[src/rtl/bus_master_ctl_pkg.sv]
// Shared definitions for the per-master bus controller: active-low levels,
// FSM state encodings and read/write encodings.
package bus_master_ctl_pkg;

  localparam logic Enable_  = 1'b0;
  localparam logic Disable_ = 1'b1;

  localparam logic BUS_READ  = 1'b1;
  localparam logic BUS_WRITE = 1'b0;

  typedef enum logic [1:0] {
    BM_IDLE = 2'b00,
    BM_REQ  = 2'b01,
    BM_BUS  = 2'b10,
    BM_DONE = 2'b11
  } bm_state_e;

endpackage

[src/rtl/bus_master_ctl.sv]
// Per-master bus interface controller: turns a core request pulse into an
// arbitration handshake, runs one bus transfer and reports completion.
module bus_master_ctl
  import bus_master_ctl_pkg::*;
#(
  parameter int unsigned ADDR_W  = 16,
  parameter int unsigned DATA_W  = 32,
  parameter int unsigned TIMEOUT = 255
) (
  input  logic              clk,
  input  logic              reset,
  input  logic              core_req,
  input  logic              core_rw,
  input  logic [ADDR_W-1:0] core_addr,
  input  logic [DATA_W-1:0] core_wdata,
  output logic              busy,
  output logic              ack,
  output logic              err,
  output logic [DATA_W-1:0] rdata,
  output logic              breq_,
  input  logic              bgrt_,
  output logic              bus_as_,
  output logic              bus_oe,
  output logic              bus_rw,
  output logic [ADDR_W-1:0] bus_addr,
  output logic [DATA_W-1:0] bus_wdata,
  input  logic [DATA_W-1:0] bus_rdata,
  input  logic              bus_rdy_
);

  localparam int unsigned     CntW    = $clog2(TIMEOUT + 1);
  localparam logic [CntW-1:0] CntLast = CntW'(TIMEOUT - 1);
  localparam logic [CntW-1:0] CntMax  = '1;

  bm_state_e       state_q;
  logic [CntW-1:0] cnt_q;

  logic rdy_hit, tmo_hit, lost_hit;
  assign rdy_hit  = (bus_rdy_ == Enable_);
  assign tmo_hit  = (cnt_q == CntLast);
  assign lost_hit = (bgrt_ == Disable_);

  always_ff @(posedge clk) begin
    if (reset) begin
      state_q   <= BM_IDLE;
      breq_     <= Disable_;
      bus_as_   <= Disable_;
      bus_oe    <= 1'b0;
      busy      <= 1'b0;
      ack       <= 1'b0;
      err       <= 1'b0;
      rdata     <= '0;
      bus_rw    <= BUS_READ;
      bus_addr  <= '0;
      bus_wdata <= '0;
      cnt_q     <= '0;
    end else begin
      ack <= 1'b0;
      err <= 1'b0;
      unique case (state_q)
        BM_IDLE: begin
          if (core_req) begin
            bus_rw    <= core_rw;
            bus_addr  <= core_addr;
            bus_wdata <= core_wdata;
            breq_     <= Enable_;
            busy      <= 1'b1;
            state_q   <= BM_REQ;
          end
        end
        BM_REQ: begin
          if (bgrt_ == Enable_) begin
            bus_as_ <= Enable_;
            bus_oe  <= 1'b1;
            cnt_q   <= '0;
            state_q <= BM_BUS;
          end
        end
        BM_BUS: begin
          if (cnt_q != CntMax) cnt_q <= cnt_q + CntW'(1);
          if (rdy_hit || tmo_hit || lost_hit) begin
            bus_as_ <= Disable_;
            bus_oe  <= 1'b0;
            breq_   <= Disable_;
            ack     <= 1'b1;
            state_q <= BM_DONE;
            // Slave ready wins over timeout and lost grant.
            if (rdy_hit) begin
              if (bus_rw == BUS_READ) rdata <= bus_rdata;
            end else begin
              err <= 1'b1;
            end
          end
        end
        BM_DONE: begin
          busy    <= 1'b0;
          state_q <= BM_IDLE;
        end
        default: state_q <= BM_IDLE;
      endcase
    end
  end

endmodule

[config.mk]
export PLATFORM = sky130hd
export DESIGN_NAME = bus_master_ctl
export DESIGN_NICKNAME = d
export VERILOG_FILES = /design/src/rtl/bus_master_ctl_pkg.sv /design/src/rtl/bus_master_ctl.sv
export SDC_FILE = /design/constraint.sdc
export NUM_CORES = 1
export LEC_CHECK = 0
export CORE_ASPECT_RATIO = 1.2
export CORE_MARGIN = 2
export CORE_UTILIZATION = 40
export CTS_CLUSTER_SIZE = 14
export DETAILED_ROUTE_END_ITERATION = 16
export GPL_ROUTABILITY_DRIVEN = 1
export HOLD_SLACK_MARGIN = 0.12
export MAX_ROUTING_LAYER = met4
export PLACE_DENSITY = 0.79
export SLEW_MARGIN = 20
export SYNTH_ARGS = -nofsm -noshare
export SYNTH_HDL_FRONTEND = slang
export SYNTH_SLANG_ARGS = --single-unit
[constraint.sdc]
create_clock -name clk -period 2.3 [get_ports clk]
set_clock_uncertainty 0.2 [all_clocks]
set_input_delay 0.23 -clock clk [delete_from_list [all_inputs] [get_ports clk]]
set_output_delay 0.23 -clock clk [all_outputs]
set_load 0.01 [all_outputs]
Word-level counts from Yosys, hierarchy flattened
Cells that the tools add are included.
{ "word_totals": {"ff_bits": 97, "input_bits": 86} }
{ "classes": {"add_sub_neg": 1, "eq_ne": 9, "muxes": 19, "n_bitwise": 3, "reduce_logical": 15} }
{ "ops": {"columns": ["op", "count"], "rows": [
  ["$mux W8", 2],
  ["$pmux W8 S2", 1],
  ["$reduce_and A3 Y1", 4],
  ["$add A8 B1 Y8 const B", 1],
  ["$eq A8 B8 Y1 const B", 1],
  ["$mux W1", 8],
  ["$ne A2 B2 Y1 const B", 4],
  ["$ne A8 B8 Y1 const B", 1],
  ["$pmux W1 S2", 4],
  ["$pmux W2 S4", 1],
  ["$mux W2", 3],
  ["$reduce_bool A2 Y1", 3],
  ["$eq A2 B2 Y1 const B", 2],
  ["$reduce_and A2 Y1", 2],
  ["$reduce_and A4 Y1", 1],
  ["$not A1 Y1", 3],
  ["$reduce_or A3 Y1", 1],
  ["$eq A2 B1 Y1 const B", 1],
  ["$logic_not A2 Y1", 1],
  ["$logic_or A1 B1 Y1", 2],
  ["$reduce_or A2 Y1", 1]
]} }

Depth between registers and ports, before layout
{ "depth": {"word_depth": 5, "ltp_mapped": 9, "ltp_nobuf": 6} }

Worst setup path after synthesis
Ideal clock, no wire load.
{ "synth_timing": {"path_kind": "flip-flop to flip-flop", "start": "register state_q[1]", "end": "register cnt_q[7]", "arrival_ps": 1598, "required_ps": 2030, "path_slack_ps": 433, "stages_incl_launch_ff": 7, "synth_period_minus_slack_ps": 1867, "path_cell_list": "dfxtp_1 > inv_1 > ha_1 > nand2_2 > o2111ai_1 > or4_1 > a21oi_1"} }
{ "synth_via": {"elab_chain_len": 3, "word_cells_on_any_way": 7, "cone_classes": "4 x eq/ne; 1 x mux; 2 x reduce/logical"} }
{ "synth_rtl": {"columns": ["element", "line_no", "text"], "rows": [
  ["from (decl)", "bus_master_ctl.sv:35", "bm_state_e state_q;"],
  ["from (signal assigned)", "bus_master_ctl.sv:45", "state_q <= BM_IDLE;"],
  ["from (signal assigned)", "bus_master_ctl.sv:68", "state_q <= BM_REQ;"],
  ["from (signal assigned)", "bus_master_ctl.sv:76", "state_q <= BM_BUS;"],
  ["$eq A2 B2 Y1 or $eq A2 B1 Y1 (tied branches)", "bus_master_ctl.sv:60", "unique case (state_q)"],
  ["$ne A2 B2 Y1 (no line) or $reduce_bool A2 Y1 (tied branches)", null, null],
  ["$reduce_and A3 Y1 (no line)", null, null],
  ["to (signal assigned)", "bus_master_ctl.sv:80", "if (cnt_q != CntMax) cnt_q <= cnt_q + CntW'(1);"],
  ["to (decl)", "bus_master_ctl.sv:36", "logic [CntW-1:0] cnt_q;"]
]} }
Several ways; a longest one is shown, not always the timed one.
A chain may end at the register's enable or synchronous reset.

Worst setup path after layout
{ "layout_timing": {"start": "register state_q[0]", "end": "register cnt_q[7]"} }
The elaborated chain is that of the path after synthesis.

==> flow_summary.toml <==
[final_layout]
diodes = 0
final_cell_mix = "nand2_1 (171), clkdlybuf4s50_1 (171), dfxtp_1 (97)"
nFillCells = 792
drive_above_1_share_pct = 5.62
nNetsFinal = 710
fin_area_sq_um = 5780
area_growth_pct = 58.5

[timing]
tightest_slew_ns = 0.593
fin_crit_sh_pct = 94.3
grt_setup_unrepaired = "false"
fin_tns_setup_ns = 0
period_needed_ns = 2.17
finalSetupViolCount = 0
timing.fmax_mhz = 461
finalHoldViolations = 0
slew_headroom_pct = 60.5
slew_violations = 0

[clock_tree]
cts_sinks = 97
clock-root-buffer = "clkbuf_8"
htreeDepth = 3
clockBufferDepth = 2
post_cts_resized = 0
cts_tree = "built"
path_clk_slew_ns = 0.09
numCtsBuffers = 9
cts_setup_buffers = 0
insertion_delay_ns = 0.36

[floorplan]
dieArea_sq_um = 9900
die_height_um = 109
core_area_sq_um = 8940
start_util_pct = 40.8
die_w_um = 91.2
rows = 38
ios = 173

[drt]
ant_nets = 0
drc = 0
vias = 3657
dr.pass1.iters = 4
wirelength_mm = 10.5
drt_iter0_markers = 153
wl_per_cell_um = 14.1
vias_per_cell = 4.92

[power]
power.density_nw_per_um2 = 914
irDropWorstVdd_v = 0.000524
power_mw = 5.28
p_leak_nw = 2.08

[synth]
synth.distinct_cells = 42
ys_top_cells_by_area = "dfxtp_1 (53%), nand2_1 (18%), a21oi_1 (12%)"
synth_area_leader_cell = "dfxtp_1"
ys_seq_area_share_pct = 53.3
syn_nets = 549
synth_seq_cells = 97
ys_async_sr_fraction_pct = 0
netlist_area_sq_um = 3650
synth_top_cell_area_share_pct = 53.3
yosysWarnings = 0
synth-edff-count = 0
syn_inst = 457
dominantRegCellSynth = "dfxtp_1"
syn_avg_cell_area_sq_um = 7.98

[placement]
gp_congestion = 0.862
placed_area_sq_um = 5480
hpwl_mm = 7.65
io_buffers = 172

[setup_path]
startpoint = "state_q[0]"
start_kind = "register"
crit_end = "cnt_q[7]"
rrSetupSlack_ns = 0.13
worstPathMaxFanout = 13
cp_data_arrival_time_ns = 2.26
crit_type = "reg2reg"
end_kind = "register"
r2r_end = "cnt_q[7]"
rr_startpoint = "state_q[0]"
r2r_cells = 5
required_ns = 2.39

[min_path]
worst_hold_path_type = "in2reg"
min_from = "core_wdata[9]"

[global_routing]
grt_max_degree = 53
grt_pass1_wl_mm = 16.6
antenna_found_initial = 0
grt_overflow = 0
grt_pass1_vias = 3607
grt.total_usage_pct = 21.7

[job]
cap_violations = 0

[run_status]
status = "complete, no violations"
-- cell usage after synthesis, types with 2 or more instances --
master    number
a21oi_1       88
inv_1          5
dfxtp_1       97
buf_2          3
clkbuf_1      27
nand3b_1       2
nand2_1      171
nor2_1         7
nand4_1        3
or4_1          3
nand3_1        2
nor3b_1        2
o31ai_1        4
ha_1           6
o21ai_0        5
a31oi_1        3
nand2b_1       2
or2_2          2
o21bai_1       2
-- worst min-delay path by stage --
stage               cells past startpoint  slack, ns      endpoint
finish                                  3       0.21  bus_wdata[9]
global route                            3       0.19  bus_wdata[9]
CTS                                     3       0.19  bus_wdata[9]
detailed placement                      2       0.25     rdata[21]
global placement                        2       0.24  bus_wdata[1]
floorplan                               2       0.15        bus_rw
-- logic make-up after synthesis --
group / share of synthesized area, %
and+or+nand+nor: 23.5
buffers and inverters: 4.12
DFF: 53.3
AOI/OAI and AO/OA: 17.0
adders and majority gates: 2.06
-- flip-flops by register name (all words and copies together) (netlist names) --
signal and count:
bus_oe 1, bus_wdata 32, bus_addr 16, rdata 32, bus_as_ 1, breq_ 1, bus_rw 1, err 1
cnt_q 8, state_q 2, ack 1, busy 1
-- stage by stage --
| step | utilization (%) | worst slack, ns | hold slack [ns] | cells |
|---|---|---|---|---|
| finish | 64.6 | 0.131 | 0.209 | 743 |
| global route | 64.6 | 0.0118 | 0.187 | 743 |
| CTS | 64.6 | 0.144 | 0.192 | 743 |
| detailed placement | 61.3 | 0.166 | 0.246 | 726 |
| global placement | 61.3 | 0.240 | 0.241 | 726 |
| floorplan | - | 0.433 | 0.154 | 457 |
-- cell type report --
cell class,count,area [sq um],share of cell area [%]
Clock buffer,11,141,2.45
Clock inverter,5,150,2.60
Inverter,5,18.8,0.325
Multi-Input combinational cell,323,1560,26.9
Sequential cell,97,1940,33.6
Tap cell,120,150,2.60
Timing Repair Buffer,182,1820,31.5
-- where the power goes --
group / internal, mW / switching, mW / total, mW
clock: 0.972 / 0.571 / 1.54
sequential: 1.94 / 0.142 / 2.08
combinational: 0.815 / 0.836 / 1.65
total: 3.73 / 1.55 / 5.28
-- per-layer routing --
layer	GRT usage, %	vias to the layer above	share of wire (%)
met5	-	-	0
met4	13.3	0	4.9
met3	4.67	37	4.3
met2	36.8	105	51
met1	23.3	1686	39
li1	-	1829	-
-- timing repair --
action,CTS,global route
endpoints found under the hold margin,8,0
hold buffers,1,0
endpoints found under the setup margin,0,0
-- worst max-delay path, cell delays in order, from the launching register on --
cell and delay, ns:
dfxtp_1 0.35, inv_1 0.12, ha_1 0.42, o2111ai_1 0.31
or4_1 0.54, a21oi_1 0.17
Note: power is estimated with default switching activity, not from simulation.
